--- src/rtl/hazard_stall_ctrl.sv ---
// Pipeline sequencer for the 5-stage CPU: load-use stalls, branch/jump flushes,
// MUL/DIV freezes and SYSCALL halt/resume, plus saturating stall/flush counters.
module hazard_stall_ctrl #(
  parameter int MUL_CYCLES = 4,
  parameter int DIV_CYCLES = 32,
  parameter int CNT_W      = 32
) (
  input  logic             clk,
  input  logic             rst_n,
  input  logic [4:0]       id_rs,
  input  logic [4:0]       id_rt,
  input  logic             id_uses_rs,
  input  logic             id_uses_rt,
  input  logic             id_jump,
  input  logic             ex_memtoreg,
  input  logic             ex_regwrite,
  input  logic [4:0]       ex_wbreg,
  input  logic             ex_branch_taken,
  input  logic             ex_muldiv_start,
  input  logic             ex_is_div,
  input  logic             wb_halt,
  input  logic             resume,
  input  logic             cnt_clr,
  output logic             pc_en,
  output logic             ifid_en,
  output logic             ifid_clr,
  output logic             idex_en,
  output logic             bb_data,
  output logic             bb_bj,
  output logic             exmem_en,
  output logic             memwb_en,
  output logic             busy,
  output logic             halted,
  output logic [CNT_W-1:0] stall_cnt,
  output logic [CNT_W-1:0] flush_cnt
);

  typedef enum logic [1:0] {RUN, MD_BUSY, HALT} state_e;

  localparam logic [5:0] MUL_LD = 6'(MUL_CYCLES - 1);
  localparam logic [5:0] DIV_LD = 6'(DIV_CYCLES - 1);

  state_e           state_q, state_d;
  logic [5:0]       md_cnt_q, md_cnt_d;
  logic             halt_mask_q, halt_mask_d;
  logic [CNT_W-1:0] stall_cnt_q, stall_cnt_d;
  logic [CNT_W-1:0] flush_cnt_q, flush_cnt_d;
  logic [4:0]       en;
  logic             lu, halt_req, run_seq, md_ok;

  assign lu = ex_memtoreg & ex_regwrite & (ex_wbreg != 5'd0) &
              ((id_uses_rs & (id_rs == ex_wbreg)) | (id_uses_rt & (id_rt == ex_wbreg)));
  assign halt_req = wb_halt & ~halt_mask_q;
  assign {pc_en, ifid_en, idex_en, exmem_en, memwb_en} = en;

  always_comb begin
    en          = 5'b11111;
    ifid_clr    = 1'b0;
    bb_data     = 1'b0;
    bb_bj       = 1'b0;
    busy        = 1'b0;
    halted      = 1'b0;
    state_d     = state_q;
    md_cnt_d    = md_cnt_q;
    halt_mask_d = halt_mask_q;
    run_seq     = 1'b0;
    md_ok       = 1'b0;
    case (state_q)
      RUN: begin
        // The mask only has to survive the first RUN cycle after a resume.
        halt_mask_d = 1'b0;
        if (halt_req) begin
          en      = 5'b00000;
          state_d = HALT;
        end else begin
          run_seq = 1'b1;
          md_ok   = 1'b1;
        end
      end
      MD_BUSY: begin
        if (md_cnt_q != 6'd0) begin
          en       = 5'b00000;
          busy     = 1'b1;
          md_cnt_d = md_cnt_q - 6'd1;
        end else begin
          run_seq = 1'b1;
          state_d = RUN;
        end
      end
      HALT: begin
        en     = 5'b00000;
        halted = 1'b1;
        if (resume) begin
          state_d     = RUN;
          halt_mask_d = 1'b1;
        end
      end
      default: state_d = RUN;
    endcase

    // Release cycle of a freeze reuses this chain with md_ok=0 so the held op advances.
    if (run_seq) begin
      if (ex_branch_taken) begin
        ifid_clr = 1'b1;
        bb_bj    = 1'b1;
        en[2]    = 1'b0;
      end else if (md_ok && ex_muldiv_start) begin
        en       = 5'b00000;
        md_cnt_d = ex_is_div ? DIV_LD : MUL_LD;
        state_d  = MD_BUSY;
      end else if (lu) begin
        en      = 5'b00011;
        bb_data = 1'b1;
      end else if (id_jump) begin
        ifid_clr = 1'b1;
      end
    end
  end

  always_comb begin
    stall_cnt_d = stall_cnt_q;
    flush_cnt_d = flush_cnt_q;
    if (cnt_clr) begin
      stall_cnt_d = '0;
      flush_cnt_d = '0;
    end else begin
      if (!pc_en && state_q != HALT && stall_cnt_q != '1) stall_cnt_d = stall_cnt_q + 1'b1;
      if ((ifid_clr || bb_bj) && flush_cnt_q != '1) flush_cnt_d = flush_cnt_q + 1'b1;
    end
  end

  always_ff @(posedge clk or negedge rst_n) begin
    if (!rst_n) begin
      state_q     <= RUN;
      md_cnt_q    <= 6'd0;
      halt_mask_q <= 1'b0;
      stall_cnt_q <= '0;
      flush_cnt_q <= '0;
    end else begin
      state_q     <= state_d;
      md_cnt_q    <= md_cnt_d;
      halt_mask_q <= halt_mask_d;
      stall_cnt_q <= stall_cnt_d;
      flush_cnt_q <= flush_cnt_d;
    end
  end

  assign stall_cnt = stall_cnt_q;
  assign flush_cnt = flush_cnt_q;

endmodule
--- config.mk ---
export PLATFORM = sky130hd
export DESIGN_NAME = hazard_stall_ctrl
export DESIGN_NICKNAME = d
export VERILOG_FILES = /design/src/rtl/hazard_stall_ctrl.sv
export SDC_FILE = /design/constraint.sdc
export NUM_CORES = 1
export LEC_CHECK = 0
export BUFFER_PORTS_ARGS = -buffer_cell sky130_fd_sc_hd__buf_2
export CAP_MARGIN = 30
export CORE_ASPECT_RATIO = 0.9
export CORE_MARGIN = 3
export CORE_UTILIZATION = 50
export DETAILED_ROUTE_END_ITERATION = 6
export PLACE_DENSITY_LB_ADDON = 0.25
export RECOVER_POWER = 25
export SLEW_MARGIN = 20
export SYNTH_ARGS = -nofsm -noshare
export SYNTH_HDL_FRONTEND = slang
export SYNTH_SLANG_ARGS = --single-unit
--- constraint.sdc ---
create_clock -name clk -period 2.6 [get_ports clk]
set_input_delay 0.26 -clock clk [delete_from_list [all_inputs] [get_ports clk]]
set_output_delay 0.26 -clock clk [all_outputs]
set_load 0.01 [all_outputs]
==> reports/qor.txt <==
Fin Hold WS: 0.168 ns
Crit path max fanout: 59
Max-cap violations: 1
Status: finished, violations left
CP Capture Type: flip-flop
Critical path's top delay family: simple AND/OR/NAND/NOR gates
Layout cells sized above 1: 23.7%
Post-route setup TNS: 0 ns
Avg Cell Area, Syn: 8.78 sq um
Fin nets: 612
Int Pwr: 2.38 mW
Crit path cell chain: inv_1 -> ha_1 -> nand4bb_1 -> o32ai_1 -> nand2_1 -> a21oi_2 -> o21ai_2 -> buf_12 -> nor4_1 -> mux2_2
Layout Area Growth over Synthesis: 21.5%
Clk pwr share: 34.7%
Setup Fix Bufs, Post-CTS: 0
Sw Pwr: 1.12 mW
Total Die Area: 9620 sq um
Cells after Synth: 483
Clk_lat worst skew: 0.35 ns
Pre-antenna DRT Iters: 4
Finish-stage setup viols: 0
Post-synth EDFFs: 0
Initial drt markers: 179
Total Routed Length: 10.3 mm
Crit path buffers/inverters: 2
Asr flop ratio synth: 100%
#FFs+latches synth: 73
CTS root buffer: clkbuf_8
Failing checks: max-capacitance violations, max-slew violations
Detailed Place HPWL: 7.25 mm
Vias in the first global route: 3774
Leakage power: 2.27 nW
Unrepaired setup endpoints after global routing: no
Final ANT Viol Nets: 0
Part of the cycle the worst path needs: 93.1%
Worst slew pin tran: 1.81 ns
Flop pwr share: 38.4%
P per Cell Area: 680 nW/um^2
Yosys warning count: 0
Die Y: 93.4 microns
Sw frac: 32.0%
PortBufs: 101
Min cycle time layout: 2.42 ns
Clk slew on worst S/H paths: 0.08 ns
Fmax: 413 MHz
Slowest CP cell: dfrtp_1
Total power draw: 3.50 mW
Core area: 8150 sq um
Pins over their slew limit: 74
Chip Width: 103 microns
Largest net degree at the start of global routing: 74
Fin. Hold Viols: 0
Startpoint types: flip-flop
Sequential area share after synthesis: 43.1%
Antenna diode count: 0
FP Rows: 31
Synth Cell Area: 4240 sq um
CTS tree: built
Max stage delay on crit path: 0.38 ns
Worst vdd ir: 0.539 mV
Yosys cell types: 46
WP data arrival: 2.66 ns
Starting Density: 52.1%
Syn_nets: 514
DRC viols: 0
Top Ports: 102
Sink Count: 73
Synth Flop Type: dfrtp_1
Num CTS Buffers: 9
Grt ovf: 0
Skew final: 0.00780 ns
# H-tree levels: 3
Initial antenna violation count: 0
Total GRT Usage: 22.2%
Hold Crit Class: input pin to flip-flop
Clock buffer depth: 2
Wire per inst: 15.1 microns
Final Wtd Congestion: 0.840
WS Path Type: flip-flop to flip-flop
Vias: 3977
Via/cell ratio: 5.81
Logic pwr share: 26.9%
First-pass GRT wire length: 17.1 mm
Worst EP required: 2.84 ns
Slew margin rel.: -20.3%
Core Util, Final: 63.3%
## final cells by class
class                   instances  area (sq um)
flip-flops and latches         73          1830
inverters                      17          63.8
well taps                      99           124
fillers                       735          2990
clock inverters                 5           125
repair buffers                110           611
clock buffers                  11           151
multi-input cells             370          2250
## path summary, 6_finish.rpt
path | slack (ns) | to | start | cells after the start
worst max-delay path | 0.18 | flush_cnt[10] | md_cnt_q[0] | 10
worst min register to register | 0.53 | halt_mask_q | halt_mask_q | 2
min in group asynchronous | 1.01 | flush_cnt[17] | rst_n | 3
max in group asynchronous | 0.51 | md_cnt_q[5] | rst_n | 3
worst max register to register | 0.18 | flush_cnt[10] | md_cnt_q[0] | 10
worst min-delay path | 0.17 | halt_mask_q | resume | 3
## registers in the layout, summed over array words and instances (netlist names)
name         cells
stall_cnt       32
flush_cnt       32
state_q          2
md_cnt_q         6
halt_mask_q      1
## placed cells by master (no fill, tap or decap), types with 3 or more instances in the layout
cell type,synthesis,final
buf_2,4,101
or4_1,10,10
buf_12,0,3
and4_1,6,6
nand2b_1,4,4
nor4_1,13,13
nor2b_1,5,5
nor2_1,53,53
dfrtp_1,73,73
xnor2_1,43,43
o21ai_0,24,24
nand2_1,41,41
mux2_2,4,4
a211oi_1,4,4
ha_1,3,3
a21oi_1,34,34
bufinv_16,0,4
nor3_1,20,20
buf_4,3,4
nand3_1,28,28
nand4_1,11,11
inv_1,17,17
o31ai_1,9,9
or3_1,22,22
and3_1,9,9
clkbuf_8,0,11
## per-stage QoR
stage,cells,area (sq um),setup slack [ns]
final,685,5150,0.180
after global routing,685,5150,0.0108
after CTS,685,5160,0.202
after detailed placement,668,4870,0.200
after global placement,668,4870,0.287
after floorplan,483,4240,0.357
## power groups by stage
stage	combinational (mW)	sequential (mW)	clock (mW)
after CTS	0.944	1.34	1.24
after global routing	1.05	1.36	1.28
after detailed placement	0.938	1.36	0
after global placement	0.910	1.36	0
after floorplan	0.652	1.34	0
final	0.944	1.35	1.21
## cell families after synthesis
group | share of synthesized area, %
and+or+nand+nor | 29.3
AOI/OAI and AO/OA | 12.0
DFF | 43.1
xor gates and xnor gates | 9.09
buffers and inverters | 4.10
muxes | 1.53
adders and majority gates | 0.885
## repair_timing
action / CTS / global route
resized for setup: 0 / 1
hold buffers: 1 / 0
endpoints found under the setup margin: 0 / 1
endpoints found under the hold margin: 73 / 0
## worst reg2reg max path, delay by kind of cell (launching register included)
family | cells | cell delay [ns]
multiplexers | 1 | 0.37
buffers and inverters | 2 | 0.26
adder cells (fa/ha/maj) | 1 | 0.20
flip-flops | 1 | 0.38
AND/OR/NAND/NOR | 3 | 0.65
AO/OA/AOI/OAI | 3 | 0.45
## synthesized netlist by cell type, drive strengths merged (13+ instances only)
cell	instances	area [sq um]
or3	23	149
nand3	29	150
nand2	41	154
xnor2	43	377
dfrtp	73	1830
nor4	13	81.3
nor2	53	199
o21ai	25	129
clkbuf	15	56.3
nor3	21	116
a21oi	35	179
inv	17	63.8
## layer usage
| layer | up-vias | part of all wire (%) | global-route usage, % |
|---|---|---|---|
| li1 | 1922 | - | - |
| met1 | 1935 | 45 | 28.6 |
| met2 | 112 | 48 | 36.4 |
| met3 | 8 | 6.2 | 6.19 |
| met4 | 0 | 0.78 | 6.36 |
| met5 | - | 0 | 0 |
Note: power is estimated with default switching activity, not from simulation.
